==> config.mk <==
export PLATFORM = sky130hd
export DESIGN_NAME = clk_period_meter_flat
export DESIGN_NICKNAME = d
export VERILOG_FILES = /design/src/rtl/clk_meas_pkg.sv /design/src/rtl/clk_period_meter_if.sv /design/src/rtl/sync_edge_detect.sv /design/src/rtl/clk_period_meter.sv /design/src/flat_wrapper.sv
export SDC_FILE = /design/constraint.sdc
export NUM_CORES = 1
export LEC_CHECK = 0
export ABC_AREA = 1
export CORE_MARGIN = 2
export CORE_UTILIZATION = 50
export CTS_CLUSTER_DIAMETER = 150
export CTS_CLUSTER_SIZE = 14
export DETAILED_ROUTE_END_ITERATION = 12
export GPL_TIMING_DRIVEN = 1
export PLACE_DENSITY = 0.72
export SLEW_MARGIN = 20
export SYNTH_ARGS = -nofsm -noshare
export SYNTH_HDL_FRONTEND = slang
export SYNTH_SLANG_ARGS = --single-unit
==> constraint.sdc <==
create_clock -name clk -period 1.93 [get_ports clk]
set_clock_uncertainty 0.15 [all_clocks]
set_input_delay 0.386 -clock clk [delete_from_list [all_inputs] [get_ports clk]]
set_output_delay 0.386 -clock clk [all_outputs]
set_load 0.01 [all_outputs]
==> src/rtl/clk_meas_pkg.sv <==
// Shared types and constants for the clock period meter and its helpers.
package clk_meas_pkg;

   localparam int CNT_W_DEF = 14;
   localparam int CNT_SAT_DEF = (1 << CNT_W_DEF) - 1;

   typedef enum logic [1:0] {
      ST_IDLE,
      ST_ARM,
      ST_MEASURE,
      ST_STALL
   } meas_state_e;

   function automatic int unsigned cnt_sat(input int w);
      return (32'd1 << w) - 32'd1;
   endfunction

endpackage

==> src/rtl/clk_period_meter_if.sv <==
// Measurement bus: stimulus/soft-restart inputs and published results.
interface clk_period_meter_if
   import clk_meas_pkg::*;
#(
   parameter int CNT_W = CNT_W_DEF
) ();

   logic             sig_in;
   logic             clear;
   logic [CNT_W-1:0] period;
   logic [CNT_W-1:0] high_time;
   logic             meas_valid;
   logic             locked;
   logic             stalled;

   modport master (
      output sig_in, clear,
      input  period, high_time, meas_valid, locked, stalled
   );

   modport slave (
      input  sig_in, clear,
      output period, high_time, meas_valid, locked, stalled
   );

endinterface

==> src/rtl/sync_edge_detect.sv <==
// Multi-stage synchronizer with edge detection and a fill flag that marks when s
// carries a real sample rather than the reset zero.
module sync_edge_detect #(
   parameter int SYNC_STAGES = 2
) (
   input  logic clk,
   input  logic reset,
   input  logic clear,
   input  logic sig_in,
   output logic s,
   output logic s_vld,
   output logic rise,
   output logic fall
);

   logic [SYNC_STAGES-1:0] sync_q;
   logic [SYNC_STAGES-1:0] vld_q;
   logic                   prev_q;

   always_ff @(posedge clk) begin
      if (!reset || clear) begin
         sync_q <= '0;
         vld_q  <= '0;
         prev_q <= 1'b0;
      end else begin
         sync_q <= {sync_q[SYNC_STAGES-2:0], sig_in};
         vld_q  <= {vld_q[SYNC_STAGES-2:0], 1'b1};
         prev_q <= sync_q[SYNC_STAGES-1];
      end
   end

   assign s     = sync_q[SYNC_STAGES-1];
   assign s_vld = vld_q[SYNC_STAGES-1];
   assign rise  = s & ~prev_q;
   assign fall  = ~s & prev_q;

endmodule

==> src/rtl/clk_period_meter.sv <==
// Measures period and high time of a slow input in clk cycles, with lock and
// stall status derived from successive measurements.
module clk_period_meter
   import clk_meas_pkg::*;
#(
   parameter int CNT_W       = CNT_W_DEF,
   parameter int SYNC_STAGES = 2
) (
   input logic               clk,
   input logic               reset,
   clk_period_meter_if.slave bus
);

   localparam logic [CNT_W-1:0] CNT_SAT = CNT_W'(cnt_sat(CNT_W));
   localparam logic [CNT_W-1:0] CNT_ONE = CNT_W'(1);

   logic        s, s_vld, rise, fall;
   meas_state_e state_q, state_d;
   logic [CNT_W-1:0] cnt_q, cnt_d;
   logic [CNT_W-1:0] hi_cap_q, hi_cap_d;
   logic [CNT_W-1:0] period_q, period_d;
   logic [CNT_W-1:0] high_time_q, high_time_d;
   logic        valid_q, valid_d;
   logic        locked_q, locked_d;
   logic        stalled_q, stalled_d;
   logic        have_prev_q, have_prev_d;

   sync_edge_detect #(
      .SYNC_STAGES(SYNC_STAGES)
   ) u_sync (
      .clk   (clk),
      .reset (reset),
      .clear (bus.clear),
      .sig_in(bus.sig_in),
      .s     (s),
      .s_vld (s_vld),
      .rise  (rise),
      .fall  (fall)
   );

   always_ff @(posedge clk) begin
      if (!reset || bus.clear) begin
         state_q     <= ST_IDLE;
         cnt_q       <= '0;
         hi_cap_q    <= '0;
         period_q    <= '0;
         high_time_q <= '0;
         valid_q     <= 1'b0;
         locked_q    <= 1'b0;
         stalled_q   <= 1'b0;
         have_prev_q <= 1'b0;
      end else begin
         state_q     <= state_d;
         cnt_q       <= cnt_d;
         hi_cap_q    <= hi_cap_d;
         period_q    <= period_d;
         high_time_q <= high_time_d;
         valid_q     <= valid_d;
         locked_q    <= locked_d;
         stalled_q   <= stalled_d;
         have_prev_q <= have_prev_d;
      end
   end

   always_comb begin
      state_d     = state_q;
      cnt_d       = cnt_q;
      hi_cap_d    = hi_cap_q;
      period_d    = period_q;
      high_time_d = high_time_q;
      valid_d     = 1'b0;
      locked_d    = locked_q;
      stalled_d   = stalled_q;
      have_prev_d = have_prev_q;
      case (state_q)
         // Only a genuinely sampled low arms; the reset zero in the synchronizer does not count.
         ST_IDLE: if (s_vld && !s) state_d = ST_ARM;
         ST_ARM: begin
            if (rise) begin
               state_d = ST_MEASURE;
               cnt_d   = CNT_ONE;
            end
         end
         ST_MEASURE: begin
            if (rise) begin
               cnt_d       = CNT_ONE;
               period_d    = cnt_q;
               high_time_d = hi_cap_q;
               valid_d     = 1'b1;
               locked_d    = have_prev_q && (cnt_q == period_q) && (hi_cap_q == high_time_q);
               have_prev_d = 1'b1;
            end else begin
               if (fall) hi_cap_d = cnt_q;
               if (cnt_q >= CNT_SAT - CNT_ONE) begin
                  cnt_d       = CNT_SAT;
                  state_d     = ST_STALL;
                  stalled_d   = 1'b1;
                  locked_d    = 1'b0;
                  have_prev_d = 1'b0;
               end else begin
                  cnt_d = cnt_q + CNT_ONE;
               end
            end
         end
         ST_STALL: begin
            if (rise) begin
               state_d   = ST_MEASURE;
               cnt_d     = CNT_ONE;
               stalled_d = 1'b0;
            end
         end
         default: state_d = ST_IDLE;
      endcase
   end

   assign bus.period     = period_q;
   assign bus.high_time  = high_time_q;
   assign bus.meas_valid = valid_q;
   assign bus.locked     = locked_q;
   assign bus.stalled    = stalled_q;

endmodule

==> src/flat_wrapper.sv <==
// flat-port wrapper written by rule: the top's interface ports become plain ports
module clk_period_meter_flat import clk_meas_pkg::*;
#(
   parameter int CNT_W       = CNT_W_DEF,
   parameter int SYNC_STAGES = 2
)
  (clk, reset, bus_sig_in, bus_clear, bus_period, bus_high_time, bus_meas_valid, bus_locked, bus_stalled);
  clk_period_meter_if #(.CNT_W(CNT_W)) bus_i ();
  input logic clk;
  input logic reset;
  input wire logic [$bits(bus_i.sig_in)-1:0] bus_sig_in;
  input wire logic [$bits(bus_i.clear)-1:0] bus_clear;
  output wire logic [$bits(bus_i.period)-1:0] bus_period;
  output wire logic [$bits(bus_i.high_time)-1:0] bus_high_time;
  output wire logic [$bits(bus_i.meas_valid)-1:0] bus_meas_valid;
  output wire logic [$bits(bus_i.locked)-1:0] bus_locked;
  output wire logic [$bits(bus_i.stalled)-1:0] bus_stalled;
  assign bus_i.sig_in = bus_sig_in;
  assign bus_i.clear = bus_clear;
  assign bus_period = bus_i.period;
  assign bus_high_time = bus_i.high_time;
  assign bus_meas_valid = bus_i.meas_valid;
  assign bus_locked = bus_i.locked;
  assign bus_stalled = bus_i.stalled;
  clk_period_meter #(.CNT_W(CNT_W), .SYNC_STAGES(SYNC_STAGES)) u_core (.clk(clk), .reset(reset), .bus(bus_i));
endmodule
# Yosys cells after proc, flatten, opt, wreduce, memory -nomap -nowiden
# Index checks and enable logic that the tools add are counted.
word_totals:
  ff_bits: 67
  inputBits: 4
  out_inout_bits: 31
classes:
  add_sub_neg: 1
  n_lt_le_gt_ge: 1
  eq_ne: 10
  mux: 18
  bitwise: 6
  reduce_logical: 18
ops:
  columns: ["operator", "count"]
  rows:
  - ["$mux W14", 3]
  - ["$eq A14 B14 Y1", 2]
  - ["$pmux W14 S2", 1]
  - ["$add A14 B1 Y14 const B", 1]
  - ["$ge A14 B14 Y1 const B", 1]
  - ["$mux W1", 8]
  - ["$mux W2", 4]
  - ["$ne A2 B1 Y1 const B", 4]
  - ["$reduce_and A4 Y1", 2]
  - ["$pmux W2 S3", 1]
  - ["$reduce_and A2 Y1", 3]
  - ["$reduce_bool A2 Y1", 3]
  - ["$eq A2 B2 Y1 const B", 2]
  - ["$not A1 Y1", 4]
  - ["$reduce_or A2 Y1", 2]
  - ["$logic_and A1 B1 Y1", 3]
  - ["$reduce_and A3 Y1", 1]
  - ["$and A1 B1 Y1", 2]
  - ["$eq A2 B1 Y1 const B", 1]
  - ["$logic_not A1 Y1", 2]
  - ["$logic_not A2 Y1", 1]
  - ["$ne A2 B2 Y1 const B", 1]
  - ["$pmux W1 S2", 1]
  - ["$logic_or A1 B1 Y1", 1]

# Longest topological paths before layout
logic_depth:
  ltp_word: 4
  mapped_depth: 10

# Cells and area by module
# A second synthesis with hierarchy kept.
hier_totals:
  hier_cells: 478
  area_unflattened_um2: 3195.6
modules_own_cells:
  columns: ["mod", "n_inst", "cells_each", "area_each_um2"]
  rows:
  - ["clk_period_meter", 1, 459, 3040.4]
  - ["sync_edge_detect", 1, 19, 155.1]

# Worst setup path after synthesis
# OpenSTA, ideal clock, no wires.
synth_timing:
  path_type: "flip-flop to flip-flop"
  startpoint: "reg u_core.cnt_q[0]"
  endpoint: "reg u_core.cnt_q[2]"
  setup_time_ps: 133
  arrival_ps: 1117
  t_required_ps: 1647
  path_slack_ps: 530
  path_stages_with_launch: 9
  period_less_slack_ps: 1400
  path_cell_list: "dfxtp_1 > inv_1 > ha_1 > nand3_1 > nand2_2 > nand3_2 > clkinv_1 > nand2_4 > a31oi_1"
synth_between:
  elab_chain_cells: 4
  word_cells_on_any_way: 5
  cone_classes: "add/sub: 1; order compare: 1; mux: 3"
synth_rtl:
  columns: ["item", "line_no", "source"]
  rows:
  - ["start: declaration", "clk_period_meter.sv:19", "logic [CNT_W-1:0] cnt_q, cnt_d;"]
  - ["start signal: assignment", "clk_period_meter.sv:54", "cnt_q <= cnt_d;"]
  - ["$add A14 B1 Y14 or $ge A14 B14 Y1 (tied branches)", "clk_period_meter.sv:101, clk_period_meter.sv:94", null]
  - ["$mux W14 (*)", "clk_period_meter.sv:94", "if (cnt_q >= CNT_SAT - CNT_ONE) begin"]
  - ["$mux W14 (*)", "clk_period_meter.sv:85", "if (rise) begin"]
  - ["$pmux W14 S2 (*)", "clk_period_meter.sv:75", "case (state_q)"]
# Every way passes the cells marked *; elsewhere a longest branch is shown, timed or not.
# A chain may end at the register's enable or synchronous reset.

# Worst setup path after layout
layout_timing:
  startpoint: "reg u_core.high_time_q[11], in the netlist u_core.bus.high_time[11]"
  endpoint: "out bus_high_time[11]"
layout_lines:
  columns: ["item", "line_no", "source"]
  rows:
  - ["start: declaration", "clk_period_meter.sv:22", "logic [CNT_W-1:0] high_time_q, high_time_d;"]
  - ["start signal: assignment", "clk_period_meter.sv:57", "high_time_q <= high_time_d;"]
  - ["end: declaration", "flat_wrapper.sv:14", "output wire logic [$bits(bus_i.high_time)-1:0] bus_high_time;"]
# No word-level cell between the ends.

==> summary.txt <==
Run status
  – Status: finished clean

STA
  – Period utilization: 95.64%
  – Setup WS post-layout: 0.08423 ns
  – Slew Viols, Final: 0
  – RSZ-0062 raised after global routing: false
  – Minimum clock period: 1.846 ns
  – Worst-Margin Slew: 0.4055 ns
  – Final hold slack: 0.2706 ns
  – Relative slew margins: 72.97%
  – Final hold violations: 0
  – Setup violations, final: 0
  – Fin Setup TNS: 0 ns
  – F_max: 541.8 MHz

Place
  – IO buf count: 34
  – Placer congestion estimate: 0.9426
  – Post-DP HPWL: 5638 um
  – DP Area: 3671 sq um
  – Dpl cells: 591
  – Worst Setup Slack post-DPL: 0.1881 ns

Yosys
  – Post-Syn Nets: 495
  – Top cells by count, synth: 124 x nand2_1, 80 x inv_1, 67 x dfxtp_1, 55 x a21oi_1, 54 x o21ai_0
  – Syn_area_per_cell: 6.640 sq um
  – Syn. warnings: 0
  – EDFF count, synth: 0
  – Yosys top cell area share: 41.31%
  – Synth Instances: 489
  – Top-count cell post-synth: nand2_1
  – #FFs+latches synth: 67
  – Sequential share of the synthesized area: 41.31%
  – Post-synth cell types: 27
  – Post-synth ARST share: 0%
  – Most common flop cell mapped by yosys: dfxtp_1
  – Synth area leaders: dfxtp_1 41%, nand2_1 14%, inv_1 9.2%
  – Cell area after synthesis: 3247 sq um
  – Yosys top cell by area: dfxtp_1

Drt
  – Final ANT Viol Nets: 0
  – Initial DRT Pass Iterations: 4
  – Max Used Layer: met4
  – Initial DRC Count: 150
  – Drt total wl: 8028 um
  – Vias per cell: 5.161
  – Residual DRC: 0
  – WL per Instance: 13.23 um
  – Vias: 3133
  – Met1 wire length: 3655 um
  – Met2 routed WL: 3748 um
  – Met3 routed WL: 522 um

Floorplan
  – Core area: 6314 sq um
  – Die H: 84.59 um
  – Die footprint: 7155 sq um
  – Die Wd: 84.59 um
  – # rows: 29
  – Initial Utilization: 51.43%
  – Io pins: 35

Setup path
  – R2r setup slk: 0.23 ns
  – R2R Path Start: u_core.u_sync.sync_q[1]
  – Worst Setup SP: u_core.bus.high_time[11]
  – Critical path depth: 1
  – Crit path capture type: primary output
  – Crit start category: flop
  – R2R depth: 5
  – Critical Path RT: 1.39 ns
  – Crit path DAT: 1.31 ns
  – Worst path top cell family by delay: buffers and inverters
  – Critical path buffers and inverters: 1
  – CP max-delay cell: clkdlybuf4s50_1
  – Slowest stage delay, CP: 0.56 ns
  – Critical path class: flop to primary output
  – Setup crit end: bus_high_time[11]
  – Critical path peak fanout: 4
  – R2r endpoint: u_core.bus.period[6]
  – Worst path cell trace: clkdlybuf4s50_1

Global routing
  – Global route overflow: 0
  – First-pass GRT wire length: 13490 um
  – Largest net degree at the start of global routing: 47
  – GRT Util Overall: 23.92%
  – Vias in the first global route: 2835
  – Initial antenna violation count: 0

Final layout
  – Area delta synth->final: 19.50%
  – Share of cells above drive strength 1: 8.679%
  – Fill cells: 601
  – Nets@finish: 531
  – ANT cells: 0
  – Finished Layout Cells: 607
  – Finished layout cell area: 3880 sq um
  – Final Core Density: 61.45%

Clock tree
  – CTS tree: yes
  – CTS buffer count: 9
  – Post-CTS Resized: 0
  – Htree depth: 3
  – Reg clk slew, reported paths: 0.07 ns
  – Hold buffer count at CTS: 0
  – Clk Latency, worst-skew pair: 0.35 ns
  – CTS Root Buffer Type: clkbuf_8
  – Setup Buffers After CTS: 0
  – TritonCTS sink count: 67
  – CTS max path bufs: 2

Min path
  – Hold Path Stages: 2
  – Worst Hold Class: flop to flop

Power and ir drop
  – Leak: 1.560 nW
  – Pwr Density: 696.6 nW/um^2
  – Worst-case vdd ir drop: 0.4685 mV
  – Pwr Total: 2.703 mW

Flow run
  – Max Cap Violations: 0
registers in the layout, indices dropped and copies added (netlist names):
| signal | flops |
|---|---|
| u_core.bus.high_time | 14 |
| u_core.bus.period | 14 |
| u_core.cnt_q | 14 |
| u_core.hi_cap_q | 14 |
| u_core.state_q | 2 |
| u_core.u_sync.sync_q | 2 |
| u_core.u_sync.vld_q | 2 |
| u_core.bus.locked | 1 |
| u_core.bus.meas_valid | 1 |
| u_core.bus.stalled | 1 |
| u_core.have_prev_q | 1 |
| u_core.u_sync.prev_q | 1 |
cells by family (layout without fill, tap and decap cells):
group / Yosys count / in the layout / share of synthesized area [%]
AO/OA/AOI/OAI: 117 / 117 / 18.50
XOR/XNOR: 4 / 4 / 1.079
adder cells (fa/ha/maj): 2 / 2 / 0.7706
buffers and inverters: 104 / 145 / 12.64
flip-flops: 67 / 67 / 41.31
AND/OR/NAND/NOR: 195 / 195 / 25.70
placed cells by master, fill, tap and decap left out, types with 2 or more instances in the layout:
cell type / instances
buf_4: 6
dfxtp_1: 67
bufinv_16: 2
clkbuf_1: 2
clkbuf_8: 9
nand2_4: 2
inv_2: 6
clkinv_1: 2
ha_1: 2
clkdlybuf4s50_1: 34
a21oi_1: 55
clkinv_2: 2
nor2_4: 2
nand2_1: 124
nand2_2: 8
nand4_1: 2
a31oi_1: 5
inv_1: 80
o21ai_0: 54
nor2_1: 34
xnor2_1: 3
nor2_2: 4
nand3_1: 16
report_power, final:
| part | internal [mW] | leakage [nW] | switching (mW) |
|---|---|---|---|
| registers | 1.38 | 0.540 | 0.00160 |
| logic | 0.0161 | 0.917 | 0.0263 |
| clock network | 0.724 | 0.103 | 0.550 |
tightest hold or removal path: stages (launching register included):
cell     delay [ns]
dfxtp_1        0.30
inv_1          0.05
nor2_1         0.04
layout make-up:
type | instances | area, sq um | share of cell area (%)
Sequential cell | 67 | 1341 | 34.57
Multi-Input combinational cell | 318 | 1498 | 38.60
Clock inverter | 5 | 77.57 | 1.999
Clock buffer | 11 | 131.4 | 3.386
Inverter | 88 | 330.3 | 8.513
Tap cell | 77 | 96.34 | 2.483
Timing Repair Buffer | 41 | 405.4 | 10.45
how the worst min path moves through the flow:
stage                            startpoint                 endpoint
floorplan           u_core.u_sync.sync_q[0]  u_core.u_sync.sync_q[1]
global placement    u_core.u_sync.sync_q[0]  u_core.u_sync.sync_q[1]
detailed placement  u_core.u_sync.sync_q[0]  u_core.u_sync.sync_q[1]
CTS                 u_core.u_sync.sync_q[0]  u_core.u_sync.sync_q[1]
global route        u_core.u_sync.sync_q[0]  u_core.u_sync.sync_q[1]
finish               u_core.u_sync.vld_q[0]   u_core.u_sync.vld_q[1]
per-layer routing:
layer / vias to the layer above / global-route usage, %
li1: 1600 / -
met1: 1433 / 32.04
met2: 92 / 37.44
met3: 8 / 7.276
met4: 0 / 6.926
met5: - / 0
Power figures use the tool's default switching activity.
